### src/rtl/mytimer2_pkg.sv
// Shared constants for the mytimer2 multi-channel timer: register offsets
// and bit positions inside the CTRL and STATUS registers.
package mytimer2_pkg;

  localparam logic [1:0] OFF_CTRL   = 2'd0;
  localparam logic [1:0] OFF_LOAD   = 2'd1;
  localparam logic [1:0] OFF_COUNT  = 2'd2;
  localparam logic [1:0] OFF_STATUS = 2'd3;

  localparam int CTRL_EN       = 0;
  localparam int CTRL_PERIODIC = 1;
  localparam int CTRL_IE       = 2;
  localparam int CTRL_W        = 3;

  localparam int STATUS_EXP = 0;

  typedef logic [CTRL_W-1:0] ctrl_t;

endpackage

### src/rtl/mytimer2_if.sv
// Memory-mapped slave bus used by mytimer2; CH sets the address width
// (two offset bits plus the channel index).
interface mytimer2_if #(
  parameter int CH = 2
) ();

  localparam int AW = $clog2(CH) + 2;

  logic          s_cs_n;
  logic [AW-1:0] s_address;
  logic          s_read;
  logic [31:0]   s_readdata;
  logic          s_write;
  logic [31:0]   s_writedata;

  modport master (
    output s_cs_n, s_address, s_read, s_write, s_writedata,
    input  s_readdata
  );

  modport slave (
    input  s_cs_n, s_address, s_read, s_write, s_writedata,
    output s_readdata
  );

endinterface

### src/rtl/mytimer2_channel.sv
// One down-counting timer channel: CTRL/LOAD/COUNT registers and the sticky
// expiry flag, advanced on each prescaler tick.
module mytimer2_channel
  import mytimer2_pkg::*;
#(
  parameter int W = 32
) (
  input  logic         clk,
  input  logic         reset_n,
  input  logic         tick,
  input  logic         wr_ctrl,
  input  logic         wr_load,
  input  logic         wr_status,
  input  logic [W-1:0] wdata,
  output ctrl_t        ctrl,
  output logic [W-1:0] load,
  output logic [W-1:0] count,
  output logic         exp
);

  ctrl_t        ctrl_q, ctrl_d;
  logic [W-1:0] load_q, load_d;
  logic [W-1:0] count_q, count_d;
  logic         exp_q, exp_d;

  // Order matters: a status clear is overridden by an expiry on the same
  // edge, and a CTRL write overrides the one-shot hardware EN clear.
  always_comb begin
    ctrl_d  = ctrl_q;
    load_d  = load_q;
    count_d = count_q;
    exp_d   = exp_q;

    if (wr_status && wdata[STATUS_EXP]) begin
      exp_d = 1'b0;
    end

    if (tick && ctrl_q[CTRL_EN]) begin
      if (count_q != '0) begin
        count_d = count_q - W'(1);
      end else begin
        exp_d = 1'b1;
        if (ctrl_q[CTRL_PERIODIC]) begin
          count_d = load_q;
        end else begin
          ctrl_d[CTRL_EN] = 1'b0;
        end
      end
    end

    if (wr_ctrl) begin
      ctrl_d = wdata[CTRL_W-1:0];
      if (wdata[CTRL_EN] && !ctrl_q[CTRL_EN]) begin
        count_d = load_q;
      end
    end

    if (wr_load) begin
      load_d = wdata;
    end
  end

  always_ff @(posedge clk or negedge reset_n) begin
    if (!reset_n) begin
      ctrl_q  <= '0;
      load_q  <= '0;
      count_q <= '0;
      exp_q   <= 1'b0;
    end else begin
      ctrl_q  <= ctrl_d;
      load_q  <= load_d;
      count_q <= count_d;
      exp_q   <= exp_d;
    end
  end

  assign ctrl  = ctrl_q;
  assign load  = load_q;
  assign count = count_q;
  assign exp   = exp_q;

endmodule

### src/rtl/mytimer2.sv
// Multi-channel down-counting timer: shared prescaler, bus decode, read mux
// and a registered level interrupt built from the per-channel expiry flags.
module mytimer2
  import mytimer2_pkg::*;
#(
  parameter int CH       = 2,
  parameter int W        = 32,
  parameter int PRESCALE = 1
) (
  input  logic        clk,
  input  logic        reset_n,
  output logic        irq,
  mytimer2_if.slave   bus
);

  localparam int             PW      = (PRESCALE > 1) ? $clog2(PRESCALE) : 1;
  localparam logic [PW-1:0]  PRE_MAX = PW'(PRESCALE - 1);

  logic [PW-1:0] pre_q, pre_d;
  logic          tick;
  logic          irq_q, irq_d;

  logic [31:0]   ch_idx;
  logic [1:0]    offset;
  logic          wr_en;
  logic          rd_en;

  logic [CH-1:0] wr_ctrl, wr_load, wr_status;
  logic [CH-1:0] exp_vec, ie_vec;
  ctrl_t         ctrl_arr  [CH];
  logic [W-1:0]  load_arr  [CH];
  logic [W-1:0]  count_arr [CH];

  // With PRESCALE=1 the counter never leaves 0, so tick is held high.
  always_comb begin
    tick  = (pre_q == PRE_MAX);
    pre_d = tick ? '0 : pre_q + PW'(1);
  end

  always_comb begin
    ch_idx    = 32'(bus.s_address) >> 2;
    offset    = bus.s_address[1:0];
    wr_en     = !bus.s_cs_n && bus.s_write;
    rd_en     = !bus.s_cs_n && bus.s_read;
    wr_ctrl   = '0;
    wr_load   = '0;
    wr_status = '0;
    for (int i = 0; i < CH; i++) begin
      if (wr_en && (ch_idx == 32'(i))) begin
        case (offset)
          OFF_CTRL:   wr_ctrl[i]   = 1'b1;
          OFF_LOAD:   wr_load[i]   = 1'b1;
          OFF_STATUS: wr_status[i] = 1'b1;
          default:    ;
        endcase
      end
    end
  end

  for (genvar g = 0; g < CH; g++) begin : g_ch
    mytimer2_channel #(
      .W(W)
    ) u_channel (
      .clk       (clk),
      .reset_n   (reset_n),
      .tick      (tick),
      .wr_ctrl   (wr_ctrl[g]),
      .wr_load   (wr_load[g]),
      .wr_status (wr_status[g]),
      .wdata     (bus.s_writedata[W-1:0]),
      .ctrl      (ctrl_arr[g]),
      .load      (load_arr[g]),
      .count     (count_arr[g]),
      .exp       (exp_vec[g])
    );
  end

  // Out-of-range channel indices match no loop iteration and read as 0.
  always_comb begin
    bus.s_readdata = '0;
    if (rd_en) begin
      for (int i = 0; i < CH; i++) begin
        if (ch_idx == 32'(i)) begin
          case (offset)
            OFF_CTRL:   bus.s_readdata = {{(32-CTRL_W){1'b0}}, ctrl_arr[i]};
            OFF_LOAD:   bus.s_readdata = 32'(load_arr[i]);
            OFF_COUNT:  bus.s_readdata = 32'(count_arr[i]);
            OFF_STATUS: bus.s_readdata = {31'd0, exp_vec[i]};
            default:    bus.s_readdata = '0;
          endcase
        end
      end
    end
  end

  always_comb begin
    for (int i = 0; i < CH; i++) begin
      ie_vec[i] = ctrl_arr[i][CTRL_IE];
    end
    irq_d = |(exp_vec & ie_vec);
  end

  always_ff @(posedge clk or negedge reset_n) begin
    if (!reset_n) begin
      pre_q <= '0;
      irq_q <= 1'b0;
    end else begin
      pre_q <= pre_d;
      irq_q <= irq_d;
    end
  end

  assign irq = irq_q;

endmodule

### src/flat_wrapper.sv
// flat-port wrapper written by rule: the top's interface ports become plain ports
module mytimer2_flat import mytimer2_pkg::*;
#(
  parameter int CH       = 2,
  parameter int W        = 32,
  parameter int PRESCALE = 1
)
  (clk, reset_n, irq, bus_s_cs_n, bus_s_address, bus_s_read, bus_s_write, bus_s_writedata, bus_s_readdata);
  mytimer2_if #(.CH(CH)) bus_i ();
  input  logic clk;
  input  logic reset_n;
  output logic irq;
  input wire logic [$bits(bus_i.s_cs_n)-1:0] bus_s_cs_n;
  input wire logic [$bits(bus_i.s_address)-1:0] bus_s_address;
  input wire logic [$bits(bus_i.s_read)-1:0] bus_s_read;
  input wire logic [$bits(bus_i.s_write)-1:0] bus_s_write;
  input wire logic [$bits(bus_i.s_writedata)-1:0] bus_s_writedata;
  output wire logic [$bits(bus_i.s_readdata)-1:0] bus_s_readdata;
  assign bus_i.s_cs_n = bus_s_cs_n;
  assign bus_i.s_address = bus_s_address;
  assign bus_i.s_read = bus_s_read;
  assign bus_i.s_write = bus_s_write;
  assign bus_i.s_writedata = bus_s_writedata;
  assign bus_s_readdata = bus_i.s_readdata;
  mytimer2 #(.CH(CH), .W(W), .PRESCALE(PRESCALE)) u_core (.clk(clk), .reset_n(reset_n), .irq(irq), .bus(bus_i));
endmodule
### config.mk
export PLATFORM = sky130hd
export DESIGN_NAME = mytimer2_flat
export DESIGN_NICKNAME = d
export VERILOG_FILES = /design/src/rtl/mytimer2_pkg.sv /design/src/rtl/mytimer2_if.sv /design/src/rtl/mytimer2_channel.sv /design/src/rtl/mytimer2.sv /design/src/flat_wrapper.sv
export SDC_FILE = /design/constraint.sdc
export NUM_CORES = 1
export LEC_CHECK = 0
export BUFFER_PORTS_ARGS = -buffer_cell sky130_fd_sc_hd__buf_2
export CORE_UTILIZATION = 55
export CTS_BUF_LIST = sky130_fd_sc_hd__clkbuf_8
export CTS_CLUSTER_SIZE = 8
export DETAILED_ROUTE_END_ITERATION = 16
export PLACE_DENSITY = 0.71
export SLEW_MARGIN = 10
export SYNTH_ARGS = -nofsm -noshare
export SYNTH_HDL_FRONTEND = slang
export SYNTH_HIERARCHICAL = 1
export SYNTH_SLANG_ARGS = --single-unit
### constraint.sdc
create_clock -name clk -period 2.9 [get_ports clk]
set_input_delay 0.29 -clock clk [delete_from_list [all_inputs] [get_ports clk]]
set_output_delay 0.29 -clock clk [all_outputs]
set_load 0.1 [all_outputs]
Word level (Yosys, flattened, before mapping)

Cells that the tools add are included.

Register bits: 138
Bits of input ports: 40
Word-level logic and storage cells: 85

Bitwise logic cells: 2
Multiplexer cells: 39
Equal/unequal tests: 7
$add $sub $neg: 3
Reductions and logical operators: 22

Operator list:

| operator                                                              | count |
|---|---|
| 32-bit two-way mux                                                    | 13 |
| 32-bit case mux with 4 select lines                                   | 2 |
| 32-bit nonzero test                                                   | 2 |
| 32-bit by 1-bit subtractor with 32-bit output (second input constant) | 2 |
| 32-bit zero test                                                      | 1 |
| 1-bit two-way mux                                                     | 24 |
| 1-bit logical AND                                                     | 10 |
| 2-bit inequality test (second input constant)                         | 4 |
| 3-bit AND reduction                                                   | 2 |
| 2-bit == test (second input constant)                                 | 2 |
| 2-bit nonzero test                                                    | 2 |
| 1-bit zero test                                                       | 3 |
| 2-bit bitwise AND                                                     | 1 |
| 2-bit by 1-bit == test with 1-bit output (second input constant)      | 1 |
| 2-bit zero test                                                       | 1 |
| 2-bit OR reduction                                                    | 1 |
| 1-bit adder (second input constant)                                   | 1 |
| 1-bit NOT                                                             | 1 |

Longest topological paths before layout

Depth in word-level cells: 8
Gate-level depth with buffers: 12

Modules after synthesis

Netlist, hierarchy kept.

Modules (own cells, without submodules):

| module           | instances | cells an instance | area each (µm²) | sequential area each (µm²) |
|---|---|---|---|---|
| mytimer2_channel | 2         | 381               | 3,683.5         | 1,701.6 |
| mytimer2         | 1         | 151               | 1,222.4         | 25.0 |

Worst setup path before layout

No wires, ideal clock.

Path kind: in2out
From: input bus_s_address[1]
To: output bus_s_readdata[12]
Buffers on the path: 4
Setup slack: -394 ps
Data required time: 2,610 ps
Stages: 7
Arrival time: 3,004 ps
Path through: buf_6 > nor2b_2 > buf_6 > buf_6 > buf_6 > a221oi_2 > nor3_1

Word-level cells in the longest chain between the ends: 5
Elaborated cells between the ends (all ways): 9
Classes of those cells: 3 x eq/ne; 5 x mux; 1 x reduce/logical

RTL lines:

| what                                  | RTL line           | text |
|---|---|---|
| from (decl)                           | flat_wrapper.sv:14 | `input wire logic [$bits(bus_i.s_address)-1:0] bus_s_address;` |
| 2-bit == test (tied with other cells) | mytimer2.sv:84     | `case (offset)` |
| 32-bit case mux with 4 select lines   | mytimer2.sv:84     |  |
| 32-bit two-way mux                    | mytimer2.sv:83     | `if (ch_idx == 32'(i)) begin` |
| 32-bit two-way mux (*)                | mytimer2.sv:83     |  |
| 32-bit two-way mux (*)                | mytimer2.sv:81     | `if (rd_en) begin` |
| to (decl)                             | flat_wrapper.sv:18 | `output wire logic [$bits(bus_i.s_readdata)-1:0] bus_s_readdata;` |

Every way passes the cells marked *; elsewhere a longest branch is shown, timed or not.

Final worst setup path

From: register u_core.g_ch[0].u_channel.count_q[26]
To: register u_core.g_ch[0].u_channel.count_q[6]

Word-level cells in the longest chain between the ends: 5

RTL lines:

| what                                          | RTL line               | text |
|---|---|---|
| from (decl)                                   | mytimer2_channel.sv:23 | `logic [W-1:0] count_q, count_d;` |
| from (signal assigned)                        | mytimer2_channel.sv:72 | `count_q <= count_d;` |
| 32-bit nonzero test (*)                       | mytimer2_channel.sv:39 | `if (count_q != '0) begin` |
| 32-bit two-way mux (*)                        | mytimer2_channel.sv:39 |  |
| 32-bit two-way mux (*)                        | mytimer2_channel.sv:38 | `if (tick && ctrl_q[CTRL_EN]) begin` |
| 32-bit two-way mux                            | mytimer2_channel.sv:53 | `if (wdata[CTRL_EN] && !ctrl_q[CTRL_EN]) begin` |
| 32-bit two-way mux (*)                        | mytimer2_channel.sv:51 | `if (wr_ctrl) begin` |
| named net u_core.g_ch[0].u_channel.count_d[6] | mytimer2_channel.sv:23 |  |

Mark *: on every way through the listed nets, which the timed path passes. The rest lies on a longest branch.
A chain may end at the register's enable or synchronous reset.

==> impl_results.md <==
* Outcome: completed
* Final setup TNS at 0 ns
* First-pass GRT wire length at 43.3 mm
* Kind of critical path: flip-flop to flip-flop
* Synth top area cells: dfrtp_1, mux2_2, nor3_1
* H-tree Lvls at 4
* Layout area overhead at 15.6%
* Die ar. at 16,100 sq um
* Main synth FF type: dfrtp_1
* Unrepaired setup endpoints after global routing: yes
* Vias in the first global route at 7,607
* # nets final at 1,037
* Initial antenna violation count at 1
* Hold_sp: bus_s_writedata[4]
* Core Region at 15,200 sq um
* Gr usage total at 35.2%
* GR Overflow Total at 0
* Fillers at between 1,000 and 1,500
* CP Launch Type: flip-flop
* Vert. Die Dim at 127 um
* Worst setup margin at 0.126 ns
* Pre-Repair DR Iteration Count at 5
* Clk slew on worst S/H paths at roughly 0.080 ns
* Via count at 8,285
* Hold Crit Endpoint: u_core/g_ch[1].u_channel/load[4]
* P_sw at between 0.002 and 0.0025 W
* Clk_lat worst skew at between 0.4 and 0.5 ns
* Worst EP required at ~3.2 ns
* Combinational power share at between 20% and 30%
* Minimum clock period at 2.77 ns
* R2r worst-path depth at 6
* Via density at a little under 7
* Slowest Stage Delay on Critical Path at 0.60 ns
* CTS Buffer Depth at 2
* Number of CTS-inserted buffers at 17
* Starting density of the core at 56.5%
* Worst r2r src: u_core/g_ch[0].u_channel/count[26]
* Clock Power Share at 26.4%
* # IOs at 73
* CP max FO at 10
* Slowest-stage cell, CP: or4_4
* CP Capture Type: flip-flop
* Row count at 45
* Final setup vio count at 0
* VDD IR max at 394 uV
* Seq/Total Area, Yosys at 39.9%
* Hold crit path type: input pin to flip-flop
* Leakage power at 3.83 nW
* Switching share of power at 38.4%
* Cell Count, Final, Fillers Out at 1,195
* Hold Path Stages at 2
* CTS sink count at 137
* Drt drc at 0
* Global placement routability congestion at 1.02
* Flop2flop setup slack at 0.13 ns
* CTS tree: yes
* Largest area contributor in the netlist: dfrtp_1
* Post-synthesis cell area at 8590 sq um
* PortBufs at 72
* Synth warn at 6
* Synth top area share at 39.9%
* #FFs+latches synth at 137
* Setup Skew at around 0.0099 ns
* Wirelength, routed at 27.9 mm
* Worst-margin pin slew at around 0.77 ns
* Synth Instances at 913
* Antenna Violating Nets Remaining at 0
* Flop pwr share at between 40% and 50%
* Worst Path Arrival at 3.11 ns
* Asr flop ratio synth at 100%
* Die width at 127 um
* DP Cell Count at 1,161
* Final hold violations at 0
* Root buffer cell: clkbuf_8
* Number of synthesized flops with an enable pin at 0
* Cell area power density at 645 nW/um^2
* Yosys cell types at 68
* Power Internal at 0.00395 W
* DRT iter0 DRCs at 1,145
* Ratio of cells with drive above 1 in the final layout at roughly 30%
* Avg WL per Cell at roughly 23 um
* Place WS at between 0.1 and 0.15 ns
* Largest net degree at the start of global routing at slightly below 80
* HPWL Detailed at 19.7 mm
* Final Max Slew Viols at 0
* Mapped Avg Cell Area at about 9.4 sq um
* Tcrit/Tclk final at 95.6%
* Reg2reg end: u_core/g_ch[0].u_channel/count[6]
* Fmax at 361 MHz
* Number of max-cap violations at 0
* CP Cell Sequence: or4_4 -> or4_1 -> or3_1 -> nor2_1 -> a21oi_1 -> o221a_1
* Slew headroom at 49.0%
-- logic make-up (layout without fill, tap and decap cells) --
| family | Yosys count | in the layout | synth area share [%] |
|---|---|---|---|
| buffers and inverters | 83 | 171 | 5.17 |
| adder cells (fa/ha/maj) | 4 | 4 | 0.583 |
| flip-flops | 137 | 137 | 39.9 |
| other | 1 | 7 | 0.0437 |
| AND/OR/NAND/NOR | 351 | 351 | 20.7 |
| AO/OA/AOI/OAI | 265 | 265 | 24.2 |
| XOR/XNOR | 6 | 6 | 0.612 |
| multiplexers | 66 | 66 | 8.77 |
-- flip-flops by register name, indices dropped and copies added, names as in the netlist --
name / count
u_core/g_ch.u_channel/ctrl: 6
u_core/g_ch.u_channel/load: 64
u_core/irq: 1
u_core/g_ch.u_channel/count: 64
u_core/g_ch.u_channel/exp: 2
-- cell usage in the layout, fill, tap and decap left out, types with 18 or more instances in the layout --
| cell type | count |
|---|---|
| nor2_1 | 100 |
| inv_1 | 21 |
| a221oi_1 | 38 |
| nor4_1 | 18 |
| nand3_1 | 26 |
| a21oi_1 | 51 |
| a221oi_2 | 20 |
| nor3_2 | 29 |
| o21ai_0 | 38 |
| mux2_2 | 64 |
| o22ai_1 | 18 |
| dfrtp_1 | 137 |
| buf_4 | 39 |
| clkbuf_8 | 20 |
| nor3_1 | 49 |
| buf_2 | 69 |
| nand2_1 | 53 |
| a211oi_1 | 18 |
-- worst max-delay path by stage --
stage                                                  start                                 end  slack (ns)
after floorplan                                   bus_s_cs_n                  bus_s_readdata[21]        0.38
after global placement    u_core/g_ch[0].u_channel/count[26]  u_core/g_ch[0].u_channel/count[19]        0.21
after detailed placement  u_core/g_ch[0].u_channel/count[26]  u_core/g_ch[0].u_channel/count[26]        0.13
after CTS                 u_core/g_ch[1].u_channel/count[27]  u_core/g_ch[1].u_channel/count[20]        0.09
after global routing       u_core/g_ch[0].u_channel/count[0]  u_core/g_ch[0].u_channel/count[13]       -0.05
final                     u_core/g_ch[0].u_channel/count[26]   u_core/g_ch[0].u_channel/count[6]        0.13
-- cell type report --
cell class	count	area (sq um)	share of cell area, %
clock buffer	20	275	2.77
multi-input combinational	698	4930	49.6
timing repair buffer	119	840	8.45
tap	188	235	2.37
sequential	137	3430	34.5
inverter	20	75.1	0.756
clock inverter	12	149	1.50
antenna	1	2.50	0.0252
-- layer usage --
layer / track usage (%) / routed length [um]
met1: 51.4 / 12100
met2: 52.7 / 12700
met3: 6.37 / 2440
met4: 12.0 / 644
met5: 0 / 0
-- critical path, delay by kind of cell (launching register included) --
| family | cells | cell delay [ns] |
|---|---|---|
| compound gates | 2 | 0.29 |
| simple gates | 4 | 1.94 |
| flops | 1 | 0.43 |
-- cells in the mapped netlist, drive strengths merged (14+ instances only) --
library cell and count:
a211oi 20, a21oi 53, a221oi 58, buf 38
clkbuf 25, dfrtp 137, inv 20, mux2 64
nand2 53, nand3 26, nand4 14, nor2 102
nor3 80, nor4 20, o21ai 42, o22ai 24
-- stage by stage --
step                      area (sq um)  power (W)  hold WS, ns  util (%)
after floorplan                   8760    0.00404     -0.00559         -
after global placement            9480    0.00464        0.397      62.4
after detailed placement          9480    0.00468        0.398      62.4
after CTS                         9920    0.00637       0.0739      65.2
after global routing              9930    0.00670       0.0786      65.3
final                             9930    0.00641       0.0916      65.3
-- power groups by stage --
stage / Combinational, W / Clock, W / Sequential [W]
floorplan: 0.00126 / 0 / 0.00278
global placement: 0.00163 / 0 / 0.00300
finish: 0.00171 / 0.00169 / 0.00301
detailed placement: 0.00166 / 0 / 0.00302
global route: 0.00183 / 0.00179 / 0.00308
CTS: 0.00168 / 0.00171 / 0.00298
-- timing repair --
| item | in CTS | in global routing |
|---|---|---|
| endpoints found under the hold margin | 75 | 0 |
| resized for setup | 0 | 6 |
| setup endpoints to repair | 0 | 15 |
| hold buffers | 1 | 0 |
| buffers inserted | 0 | 0 |
Power figures use the tool's default switching activity.
